===== src/rtl/riscv_pkg.sv =====
// Shared core types: data-memory arbiter state, owner and command encodings.
// The command struct is sized for the default 32-bit address/data arbiter.
package riscv_pkg;

    localparam int unsigned ARB_AW = 32;
    localparam int unsigned ARB_DW = 32;

    typedef enum logic [1:0] {
        ARB_IDLE,
        ARB_BUSY,
        ARB_DONE
    } arb_state_e;

    typedef enum logic {
        OWN_CORE,
        OWN_DBG
    } arb_owner_e;

    typedef struct packed {
        logic              we;
        logic [ARB_AW-1:0] addr;
        logic [ARB_DW-1:0] wdata;
    } arb_cmd_t;

    // Counter width able to hold 0..max_wait inclusive.
    function automatic int unsigned arb_cnt_width(input int unsigned max_wait);
        if (max_wait < 2) begin
            return 1;
        end
        return $clog2(max_wait + 1);
    endfunction

endpackage


===== src/rtl/arb_wait_counter.sv =====
// Saturating wait counter; flags when the dbg port has waited MAX_WAIT cycles.
module arb_wait_counter
    import riscv_pkg::*;
#(
    parameter int unsigned MAX_WAIT = 8
) (
    input  logic clk,
    input  logic rst,
    input  logic inc,
    input  logic clr,
    output logic sat
);

    localparam int unsigned CW = arb_cnt_width(MAX_WAIT);
    localparam logic [CW-1:0] MAX_VAL = CW'(MAX_WAIT);

    logic [CW-1:0] r_cnt;

    always_ff @(posedge clk or posedge rst) begin
        if (rst) begin
            r_cnt <= '0;
        end else if (clr) begin
            r_cnt <= '0;
        end else if (inc && (r_cnt != MAX_VAL)) begin
            r_cnt <= r_cnt + 1'b1;
        end
    end

    assign sat = (r_cnt == MAX_VAL);

endmodule


===== src/rtl/dmem_arbiter.sv =====
// Arbitrates the single-port data memory between the MEM stage and the dbg port,
// running one latched command at a time through an IDLE/BUSY/DONE handshake.
module dmem_arbiter
    import riscv_pkg::*;
#(
    parameter int unsigned AW       = 32,
    parameter int unsigned DW       = 32,
    parameter int unsigned MAX_WAIT = 8
) (
    input  logic          clk,
    input  logic          rst,

    input  logic          core_req,
    input  logic          core_we,
    input  logic [AW-1:0] core_addr,
    input  logic [DW-1:0] core_wdata,
    output logic [DW-1:0] core_rdata,
    output logic          core_ack,
    output logic          core_stall,

    input  logic          dbg_req,
    input  logic          dbg_we,
    input  logic [AW-1:0] dbg_addr,
    input  logic [DW-1:0] dbg_wdata,
    output logic [DW-1:0] dbg_rdata,
    output logic          dbg_ack,

    output logic          mem_req,
    output logic          mem_we,
    output logic [AW-1:0] mem_addr,
    output logic [DW-1:0] mem_wdata,
    input  logic [DW-1:0] mem_rdata,
    input  logic          mem_ack
);

    arb_state_e    r_state;
    arb_state_e    w_state_next;
    arb_owner_e    r_owner;
    arb_owner_e    w_owner_next;
    arb_cmd_t      r_cmd;
    arb_cmd_t      w_cmd_next;
    logic [DW-1:0] r_core_rdata;
    logic [DW-1:0] r_dbg_rdata;

    logic w_idle;
    logic w_busy;
    logic w_done;
    logic w_grant;
    logic w_grant_dbg;
    logic w_dbg_active;
    logic w_wait_inc;
    logic w_wait_sat;
    logic w_rd_capture;

    assign w_idle = (r_state == ARB_IDLE);
    assign w_busy = (r_state == ARB_BUSY);
    assign w_done = (r_state == ARB_DONE);

    assign w_grant      = w_idle && (core_req || dbg_req);
    assign w_grant_dbg  = w_idle && dbg_req && (!core_req || w_wait_sat);
    // dbg holds the memory from its BUSY cycle through its ack cycle.
    assign w_dbg_active = !w_idle && (r_owner == OWN_DBG);
    assign w_wait_inc   = dbg_req && !w_dbg_active && !w_grant_dbg;

    arb_wait_counter #(
        .MAX_WAIT (MAX_WAIT)
    ) u_wait_cnt (
        .clk (clk),
        .rst (rst),
        .inc (w_wait_inc),
        .clr (w_grant_dbg),
        .sat (w_wait_sat)
    );

    always_comb begin
        w_state_next = r_state;
        w_owner_next = r_owner;
        w_cmd_next   = r_cmd;
        case (r_state)
            ARB_IDLE: begin
                if (w_grant) begin
                    w_state_next = ARB_BUSY;
                    w_cmd_next   = '0;
                    if (w_grant_dbg) begin
                        w_owner_next               = OWN_DBG;
                        w_cmd_next.we              = dbg_we;
                        w_cmd_next.addr[AW-1:0]    = dbg_addr;
                        w_cmd_next.wdata[DW-1:0]   = dbg_wdata;
                    end else begin
                        w_owner_next               = OWN_CORE;
                        w_cmd_next.we              = core_we;
                        w_cmd_next.addr[AW-1:0]    = core_addr;
                        w_cmd_next.wdata[DW-1:0]   = core_wdata;
                    end
                end
            end
            ARB_BUSY: begin
                if (mem_ack) begin
                    w_state_next = ARB_DONE;
                end
            end
            ARB_DONE: begin
                w_state_next = ARB_IDLE;
            end
            default: begin
                w_state_next = ARB_IDLE;
            end
        endcase
    end

    always_ff @(posedge clk or posedge rst) begin
        if (rst) begin
            r_state <= ARB_IDLE;
            r_owner <= OWN_CORE;
            r_cmd   <= '0;
        end else begin
            r_state <= w_state_next;
            r_owner <= w_owner_next;
            r_cmd   <= w_cmd_next;
        end
    end

    // Only reads completing in BUSY update the owner's load data.
    assign w_rd_capture = w_busy && mem_ack && !r_cmd.we;

    always_ff @(posedge clk or posedge rst) begin
        if (rst) begin
            r_core_rdata <= '0;
            r_dbg_rdata  <= '0;
        end else if (w_rd_capture) begin
            if (r_owner == OWN_DBG) begin
                r_dbg_rdata <= mem_rdata;
            end else begin
                r_core_rdata <= mem_rdata;
            end
        end
    end

    assign mem_req   = w_busy;
    assign mem_we    = w_busy && r_cmd.we;
    assign mem_addr  = w_busy ? r_cmd.addr[AW-1:0]  : '0;
    assign mem_wdata = w_busy ? r_cmd.wdata[DW-1:0] : '0;

    assign core_ack   = w_done && (r_owner == OWN_CORE);
    assign dbg_ack    = w_done && (r_owner == OWN_DBG);
    assign core_rdata = r_core_rdata;
    assign dbg_rdata  = r_dbg_rdata;
    assign core_stall = core_req && !core_ack;

endmodule


===== config.mk =====
export PLATFORM = sky130hd
export DESIGN_NAME = dmem_arbiter
export DESIGN_NICKNAME = d
export VERILOG_FILES = /design/src/rtl/riscv_pkg.sv /design/src/rtl/arb_wait_counter.sv /design/src/rtl/dmem_arbiter.sv
export SDC_FILE = /design/constraint.sdc
export NUM_CORES = 1
export LEC_CHECK = 0
export ABC_AREA = 1
export CAP_MARGIN = 15
export CORE_UTILIZATION = 40
export CTS_CLUSTER_SIZE = 8
export DETAILED_ROUTE_END_ITERATION = 8
export PLACE_DENSITY = 0.78
export SLEW_MARGIN = 20
export SYNTH_ARGS = -nofsm -noshare
export SYNTH_HDL_FRONTEND = slang
export SYNTH_SLANG_ARGS = --single-unit

===== constraint.sdc =====
create_clock -name clk -period 5.5 [get_ports clk]
set_input_delay 1.1 -clock clk [delete_from_list [all_inputs] [get_ports clk]]
set_output_delay 1.1 -clock clk [all_outputs]
set_load 0.01 [all_outputs]

==> results.tsv, run 1 <==
metric	value	unit
setup_tns	0	ns
insertion_delay	0.41	ns
grt_pass1_wl	32840	µm
wl_met3	1947	µm
fin_crit_sh	62.61	%
tightestPinTransition	0.9367	ns
status	completed	
fin_crit	3.443	ns
grt_antenna_before_repair	0	
fin_skew	0.006845	ns
setup_viol	0	
synth_top_area_share	50.46	%
synth_warnings	0	
intPower	3.404	mW
grt_pass1_vias	6541	
synth_top_cell_by_area	dfrtp_1	
crit_top_cell	clkdlybuf4s50_1	
clockRootBuffer	clkbuf_16	
numCtsBuffers	17	
timing.hold.ws	0.4767	ns
final_area	10360	µm²
critPathCaptureType	primary output	
path_clk_slew	0.06	ns
post-dp-hpwl	13480	µm
wl_per_cell	14.04	µm
wirelength_met1	8609	µm
combPwrFrac	46.2	%
syn_inst	928	
synth.most_common_cell	nand2_1	
dpl.cell_count	1402	
antenna_cells	0	
cts_hold_buf	0	
dr.max_layer_used	met4	
max-slew-margin-rel	37.48	%
detail_route.iter0.violations	305	
slowest_stage	clkdlybuf4s50_1	
antenna_left	0	
p_switching	2.032	mW
avgSynthCellArea	7.267	µm²
final_cells	1433	
synthFlopType	dfrtp_1	
power_frac_seq	32.4	%
die_y	131.8	µm
irDropWorstVdd	0.3261	mV
pin_count	300	
cp_max_fo	3	
synth.distinct_cells	20	
syn-num-nets	1097	
area_delta_synth_final	53.62	%
place.port_buffers	299	
max_freq	0.2904	GHz
hold_class	reg -> reg	
drt_first_pass_iters	6	
synth_area_leaders	dfrtp_1 (50%), nand2_1 (22%), inv_1 (6.0%), nand3_1 (5.0%), o21ai_1 (4.7%)	
cts_tree	built	
switching_share	37.38	%
synthesis.area	6744	µm²
cp_data_required_time	4.40	ns
dieArea	17380	µm²
maxSlewViolCount	0	
postCtsResizedCells	0	
arrival	2.34	ns
rsz0062_at_grt	no	
grt-ovfl-total	0	
max_stage_delay	0.54	ns
max-cap-violations	0	
ys_ff_latch	136	
hold_viol	0	
routed_wl	20120	µm
route.detailed.drc	0	
crit_chain	clkdlybuf4s50_1, o21ai_0, inv_1, clkdlybuf4s50_1	
power_density	524.7	nW/µm²
drive_above_1_share	4.452	%
routabilityCongestion	0.7975	
p_leak	5.244	nW
die_w	131.8	µm
synth_common_cells	nand2_1 (398), dfrtp_1 (136), inv_1 (107)	
htreeDepth	4	
synth_edf_count	0	
ys_seq_area_share	50.46	%
clockBufferDepth	2	
dr_wl_met2	9163	µm
pwr-share-clk	21.4	%
cp-start-kind	input pin	
vias	6582	
r2r_setup_slack	3.26	ns
final_nets	1370	
async_flop_share	100.0	%
via_per_inst	4.593	
rows	47	
grt_max_degree	72	
core_area	16520	µm²
postPlaceCellArea	9752	µm²
grt_use_total	23.97	%
start_util	40.81	%
cts.sinks	136	
path_class	in -> out	
cts_setup_buffers	0	
-- sequential cells by signal (all words and copies together), names as in the netlist --
signal and count:
core_rdata 32, r_state 2, u_wait_cnt.r_cnt 4, dbg_rdata 32, r_owner 1, r_cmd 65
-- final timing paths --
| kind | startpoint | to | depth (start not counted) |
|---|---|---|---|
| min in group asynchronous | rst | dbg_rdata[31]$_DFFE_PP0P_ | 2 |
| max in group asynchronous | rst | r_cmd[28]$_DFFE_PP0P_ | 3 |
| hold / removal | r_cmd[2]$_DFFE_PP0P_ | r_cmd[2]$_DFFE_PP0P_ | 2 |
| hold reg to reg | r_cmd[2]$_DFFE_PP0P_ | r_cmd[2]$_DFFE_PP0P_ | 2 |
| setup / recovery | core_req | core_stall | 4 |
| setup reg to reg | u_wait_cnt.r_cnt[0]$_DFFE_PP0P_ | r_cmd[8]$_DFFE_PP0P_ | 10 |
-- kinds of logic (layout without fill, tap and decap cells) --
group / count (synthesis) / count (layout) / synth area share [%]
buffers and inverters: 165 / 450 / 11.19
flip-flops: 136 / 136 / 50.46
adder cells (fa/ha/maj): 2 / 2 / 0.3710
AO/OA/AOI/OAI: 68 / 68 / 5.046
AND/OR/NAND/NOR: 557 / 557 / 32.93
-- worst max-delay path: cells and delay by family --
kind                   cells  cell delay, ns
AOI/OAI and AO/OA          1            0.11
buffers and inverters      3            1.14
-- per-stage QoR --
| stage | utilization (%) | total power, mW | setup slack [ns] |
|---|---|---|---|
| finish | 62.69 | 5.436 | 2.057 |
| global route | 62.69 | 5.857 | 1.944 |
| CTS | 62.69 | 5.496 | 2.046 |
| detailed placement | 59.01 | 4.286 | 2.054 |
| global placement | 59.01 | 4.234 | 2.079 |
| floorplan | - | 3.059 | 0.7605 |
-- placed cells by master (no fill, tap or decap) --
cell type and instances:
o21ai_0 4, inv_2 3, nand2_2 6, nor2_1 79, dfrtp_1 136, inv_1 106, ha_1 2, o21ai_1 64
nand4_1 3, clkinv_2 3, buf_4 9, clkinvlp_4 2, bufinv_16 3, nor2_4 2, nor3_4 1, clkbuf_16 17
clkdlybuf4s50_1 299, inv_6 5, clkbuf_8 1, clkinv_4 2, nand2_1 398, nand3_1 68
-- area by class of cell --
cell class                      instances  area [µm²]
Fill cell                            1466        6165
Sequential cell                       136        3403
Timing Repair Buffer                  308        3060
Multi-Input combinational cell        627        2591
Clock buffer                           18       439.2
Inverter                              111       422.9
Tap cell                              220       275.3
Clock inverter                         13       167.7
-- per-layer routing --
layer  up-vias  track usage [%]
met1      2990            28.76
li1       3332                -
met4         0            8.398
met3        27            9.304
met5         -                0
met2       233            39.15
-- power groups by stage --
stage,combinational (mW),clock (mW),sequential [mW]
3_5_place_dp,2.53,0,1.76
4_1_cts,2.54,1.20,1.76
6_report,2.51,1.17,1.76
3_3_place_gp,2.49,0,1.75
2_1_floorplan,1.23,0,1.83
5_1_grt,2.80,1.24,1.82
Note: power is estimated with default switching activity, not from simulation.
==> inputs of run 2 (changes only) <==
Settings changed: CORE_UTILIZATION 40 to 38.
Clock period 5.5 ns to 3 ns, I/O delays scaled along.
==> run 2 against run 1 <==
Sequential cell count unchanged. Register-to-register slack got worse by 2.4 ns. Sequential power increased by 84%. Design area increased by 0.88%. Wire length increased by 3.5%. Clock skew increased by 0.013 ns. Power increased by 84%. Setup slack got worse by 1.8 ns. Critical endpoint is now mem_addr[9].
==> results.tsv, run 2 (synthesis gave the netlist of run 1 again) <==
metric	value	unit	change
grt_pass1_wl	32240	µm	was 32840 µm
grt-ovfl-total	0		unchanged
clockBufferDepth	2		unchanged
status	completed		unchanged
setup_viol	0		unchanged
grt_antenna_before_repair	0		unchanged
setup_tns	0	ns	unchanged
via_per_inst	4.605		was 4.593
max_freq	0.3582	GHz	
htreeDepth	4		unchanged
grt_use_total	22.77	%	was 23.97%
route.detailed.drc	0		unchanged
cp_max_fo	20		was 3
maxSlewViolCount	0		unchanged
hold_viol	0		unchanged
routabilityCongestion	0.8354		was 0.7975
rsz0062_at_grt	no		unchanged
dieArea	18280	µm²	was 17380 µm²
cpLargestDelayFamily	buffers and inverters		unchanged
postPlaceCellArea	9872	µm²	was 9752 µm²
reg2reg_to	dbg_rdata[23]$_DFFE_PP0P_		was r_cmd[8]$_DFFE_PP0P_
cts_setup_buffers	0		unchanged
cp.buffers_inverters	3		unchanged
die_w	135.2	µm	was 131.8 µm
drive_above_1_share	5.078	%	was 4.452%
detail_route.iter0.violations	231		was 305
cts.sinks	136		unchanged
cp_data_required_time	2.40	ns	was 4.40 ns
rr_worst_depth	8		was 10
rows	48		was 47
routed_wl	20820	µm	was 20120 µm
hold_depth	2		unchanged
post-dp-hpwl	14610	µm	was 13480 µm
hold_start	r_cmd[14]$_DFFE_PP0P_		was r_cmd[2]$_DFFE_PP0P_
fin_crit	2.792	ns	
grt_max_degree	82		was 72
p_leak	5.291	nW	was 5.244 nW
pwr-share-clk	20.3	%	was 21.4%
area_delta_synth_final	54.97	%	was 53.62%
final_nets	1377		was 1370
largest-register	r_cmd		unchanged
whs_endpoint	r_cmd[14]$_DFFE_PP0P_		was r_cmd[2]$_DFFE_PP0P_
switching_share	39.00	%	was 37.38%
die_y	135.2	µm	was 131.8 µm
numCtsBuffers	17		unchanged
fin_skew	0.01950	ns	was 0.006845 ns
most-common-layout-cells	nand2_1 (398), clkdlybuf4s50_1 (299), dfrtp_1 (136)		unchanged
path_class	reg -> out		was in -> out
drt_first_pass_iters	4		was 6
wl_per_cell	14.40	µm	was 14.04 µm
antenna_left	0		unchanged
core_area	17300	µm²	was 16520 µm²
r2r-start	r_state[1]$_DFFE_PP0P_		was u_wait_cnt.r_cnt[0]$_DFFE_PP0P_
cts_tree	built		unchanged
cts_hold_buf	0		unchanged
vias	6659		was 6582
pin_count	300		unchanged
max_stage_delay	0.57	ns	was 0.54 ns
arrival	2.19	ns	was 2.34 ns
tightestPinTransition	0.7347	ns	was 0.9367 ns
insertion_delay	0.43	ns	was 0.41 ns
grt_pass1_vias	6501		was 6541
fin_crit_sh	93.07	%	
power_frac_seq	32.4	%	about the same
slowest_stage	clkdlybuf4s50_1		unchanged
intPower	6.094	mW	was 3.404 mW
critPathCaptureType	primary output		unchanged
power.total	9.990	mW	was 5.436 mW
largest_reg_flops	65		unchanged
clockRootBuffer	clkbuf_16		unchanged
cp_num_cells	5		was 4
power_density	955.8	nW/µm²	was 524.7 nW/µm²
p_switching	3.896	mW	was 2.032 mW
hold_class	reg -> reg		unchanged
place.port_buffers	299		unchanged
layout_commonest_cell	nand2_1		unchanged
combPwrFrac	47.3	%	was 46.2%
antenna_cells	0		unchanged
start_util	38.99	%	was 40.81%
max-slew-margin-rel	51.02	%	was 37.48%
crit_chain	inv_2, nand2_2, buf_4, nor2_1, clkdlybuf4s50_1		was clkdlybuf4s50_1, o21ai_0, inv_1, clkdlybuf4s50_1
postCtsResizedCells	0		unchanged
irDropWorstVdd	0.5752	mV	was 0.3261 mV
max-cap-violations	0		unchanged
r2r_setup_slack	0.87	ns	was 3.26 ns
cp-start-kind	flip-flop		was input pin
path_clk_slew	0.06	ns	about the same
final_area	10450	µm²	was 10360 µm²
-- run 2: cell count changes in the layout (fill, tap and decap cells not counted) --
cell       before  now
clkinv_8        0    2
clkbuf_8        1    0
inv_8           0    5
inv_2           3    4
buf_4           9   11
inv_6           5    4
bufinv_16       3    0
clkinv_2        3    1
buf_12          0    5
-- run 2: power groups by stage --
stage | combinational [mW] | sequential, mW | clock (mW)
2_1_floorplan | 2.26 | 3.35 | 0
3_3_place_gp | 4.68 | 3.21 | 0
3_5_place_dp | 4.77 | 3.23 | 0
4_1_cts | 4.79 | 3.23 | 2.08
5_1_grt | 5.24 | 3.34 | 2.16
6_report | 4.72 | 3.23 | 2.03
-- run 2: worst max-delay path by stage --
stage | startpoint | to
finish | r_state[1]$_DFFE_PP0P_ | mem_addr[9]
floorplan | rst | core_rdata[0]$_DFFE_PP0P_
global route | r_state[1]$_DFFE_PP0P_ | mem_addr[8]
global placement | core_req | core_stall
CTS | r_state[1]$_DFFE_PP0P_ | mem_addr[8]
detailed placement | core_req | core_stall
-- run 2: cell type report --
| type | count | area [µm²] |
|---|---|---|
| fill | 1561 | 6845 |
| clock inverter | 15 | 153.9 |
| tap | 225 | 281.5 |
| sequential | 136 | 3403 |
| clock buffer | 17 | 425.4 |
| timing repair buffer | 315 | 3176 |
| multi-input combinational | 627 | 2591 |
| inverter | 111 | 420.4 |
-- run 2: worst reg2reg max path, stage by stage (launching register included) --
cell,delay [ns]
dfrtp_1,0.40
inv_2,0.08
nand2_2,0.24
buf_4,0.34
nor3_4,0.18
nand2_2,0.34
buf_12,0.31
nand2_1,0.09
o21ai_1,0.07
-- run 2: through the flow --
stage / util (%) / std cells / setup WS [ns] / hold WS [ns]
4_1_cts: 60.42 / 1446 / 0.1834 / 0.4816
6_report: 60.42 / 1446 / 0.2080 / 0.4774
3_3_place_gp: 57.07 / 1414 / 0.5861 / 0.4608
2_1_floorplan: - / 928 / 0.7069 / 0.4488
3_5_place_dp: 57.07 / 1414 / 0.5778 / 0.4646
5_1_grt: 60.42 / 1446 / 0.08905 / 0.4998
-- run 2: routing by layer --
| metal | share of wire, % | GRT usage, % | up-vias |
|---|---|---|---|
| li1 | - | - | 3352 |
| met5 | 0 | 0 | - |
| met4 | 1.4 | 6.429 | 0 |
| met3 | 10 | 8.904 | 21 |
| met2 | 47 | 39.43 | 241 |
| met1 | 41 | 25.90 | 3045 |
==> inputs of run 3 (changes only) <==
Settings changed: CORE_UTILIZATION 38 to 39, CTS_BUF_LIST set to sky130_fd_sc_hd__clkbuf_4 sky130_fd_sc_hd__clkbuf_8, PLACE_DENSITY 0.78 to 0.79.
==> run 3 against run 2 <==
Clock skew fell by 0.0059 ns. Design area shrank 1.8%. Power fell by 6.1%. Global-route usage rose by 0.57 points. Hold slack is essentially flat.
==> results.tsv, run 3 (synthesis gave the netlist of run 1 again) <==
metric	value	unit	change
final-seq-area	3403	µm²	unchanged
wl_per_cell	14.38	µm	was 14.40 µm
clockRootBuffer	clkbuf_8		was clkbuf_16
setup_viol	0		unchanged
max-slew-margin-rel	59.51	%	was 51.02%
rsz0062_at_grt	no		unchanged
final_util	61.21	%	was 60.42%
tightestPinTransition	0.6061	ns	was 0.7347 ns
fin_crit	2.670	ns	was 2.792 ns
start_util	40.24	%	was 38.99%
die_w	133.5	µm	was 135.2 µm
hold_viol	0		unchanged
largest-register	r_cmd		unchanged
route.detailed.drc	0		unchanged
r2r_setup_slack	1.17	ns	was 0.87 ns
status	completed		unchanged
drive_above_1_share	5.078	%	unchanged
grt_antenna_before_repair	1		was 0
fillers	1526		was 1561
cts_setup_buffers	0		unchanged
max-cap-violations	0		unchanged
startpoint	r_state[1]$_DFFE_PP0P_		unchanged
routed_wl	20720	µm	was 20820 µm
dieArea	17820	µm²	was 18280 µm²
antenna_cells	0		unchanged
fin_skew	0.01356	ns	was 0.01950 ns
grt_pass1_vias	6417		was 6501
postCtsResizedCells	0		unchanged
pin_count	300		unchanged
largest_reg_flops	65		unchanged
r2r-start	u_wait_cnt.r_cnt[0]$_DFFE_PP0P_		was r_state[1]$_DFFE_PP0P_
insertion_delay	0.44	ns	was 0.43 ns
area_delta_synth_final	52.12	%	was 54.97%
cts_tree	built		unchanged
hold_class	reg -> reg		unchanged
max_freq	0.3746	GHz	was 0.3582 GHz
grt_pass1_wl	32260	µm	was 32240 µm
fin_crit_sh	88.99	%	was 93.07%
post-dp-hpwl	14490	µm	was 14610 µm
grt_use_total	23.35	%	was 22.77%
layout_commonest_cell	nand2_1		unchanged
detail_route.iter0.violations	205		was 231
path_clk_slew	0.08	ns	was 0.06 ns
irDropWorstVdd	0.5228	mV	was 0.5752 mV
path_class	reg -> out		unchanged
p_leak	5.199	nW	was 5.291 nW
vias	6694		was 6659
cp-start-kind	flip-flop		unchanged
critPathCaptureType	primary output		unchanged
antenna_left	0		unchanged
setup_tns	0	ns	unchanged
rows	47		was 48
cp_data_required_time	2.40	ns	about the same
routabilityCongestion	0.7951		was 0.8354
die_y	133.5	µm	was 135.2 µm
reg2reg_to	r_cmd[17]$_DFFE_PP0P_		was dbg_rdata[23]$_DFFE_PP0P_
core_area	16760	µm²	was 17300 µm²
grt-ovfl-total	0		unchanged
via_per_inst	4.645		was 4.605
numCtsBuffers	17		unchanged
worstSetupEndpoint	mem_addr[9]		unchanged
power_density	914.1	nW/µm²	was 955.8 nW/µm²
cts.sinks	136		unchanged
htreeDepth	4		unchanged
maxSlewViolCount	0		unchanged
arrival	2.07	ns	was 2.19 ns
final_nets	1377		unchanged
drt_first_pass_iters	5		was 4
rr_worst_depth	9		was 8
multi_input_area	2596	µm²	was 2591 µm²
cts_hold_buf	0		unchanged
cp_max_fo	23		was 20
grt_max_degree	67		was 82
clockBufferDepth	2		unchanged
most-common-layout-cells	nand2_1 (398), clkdlybuf4s50_1 (299), dfrtp_1 (136)		unchanged
place.port_buffers	299		unchanged
-- run 3: layout make-up --
class,count,area share (%)
Tap cell,220,2.683
Timing Repair Buffer,315,31.08
Multi-Input combinational cell,627,25.31
Inverter,111,4.098
Clock buffer,19,2.488
Sequential cell,136,33.17
Clock inverter,13,1.171
-- run 3: metal layers --
| layer | track usage [%] | vias to the layer above | part of all wire (%) |
|---|---|---|---|
| li1 | - | 3357 | - |
| met1 | 26.09 | 3058 | 40 |
| met2 | 39.84 | 252 | 47 |
| met3 | 9.551 | 27 | 11 |
| met4 | 8.523 | 0 | 2.1 |
| met5 | 0 | - | 0 |
-- run 3: power by group --
group	switching [mW]	internal [mW]	leakage, nW	total [mW]
Clock	0.745	0.692	0.186	1.44
Sequential	0.515	2.72	1.70	3.23
Combinational	2.44	2.27	3.32	4.71
-- run 3: how the worst min path moves through the flow --
stage / end / depth (start not counted) / from
global route: r_cmd[50]$_DFFE_PP0P_ / 2 / r_cmd[50]$_DFFE_PP0P_
CTS: r_cmd[11]$_DFFE_PP0P_ / 2 / r_cmd[11]$_DFFE_PP0P_
global placement: r_cmd[24]$_DFFE_PP0P_ / 2 / r_cmd[24]$_DFFE_PP0P_
detailed placement: r_cmd[42]$_DFFE_PP0P_ / 2 / r_cmd[42]$_DFFE_PP0P_
finish: r_cmd[11]$_DFFE_PP0P_ / 2 / r_cmd[11]$_DFFE_PP0P_
floorplan: r_cmd[0]$_DFFE_PP0P_ / 2 / r_cmd[0]$_DFFE_PP0P_
-- run 3: through the flow --
stage               power, mW  area (µm²)  std cells  hold slack (ns)  setup slack [ns]
global route            10.10       10260       1441           0.4975            0.1693
detailed placement      7.980        9878       1409           0.4653            0.5439
finish                  9.377       10260       1441           0.4772            0.3303
CTS                     9.478       10250       1441           0.4856            0.1195
floorplan               5.609        6748        928           0.4488            0.7069
global placement        7.864        9878       1409           0.4616            0.5433
-- run 3: critical path: stages (launching register included) --
cell,delay [ns]
dfrtp_1,0.40
inv_2,0.09
nand2_4,0.16
buf_4,0.26
nor2_1,0.14
clkdlybuf4s50_1,0.58
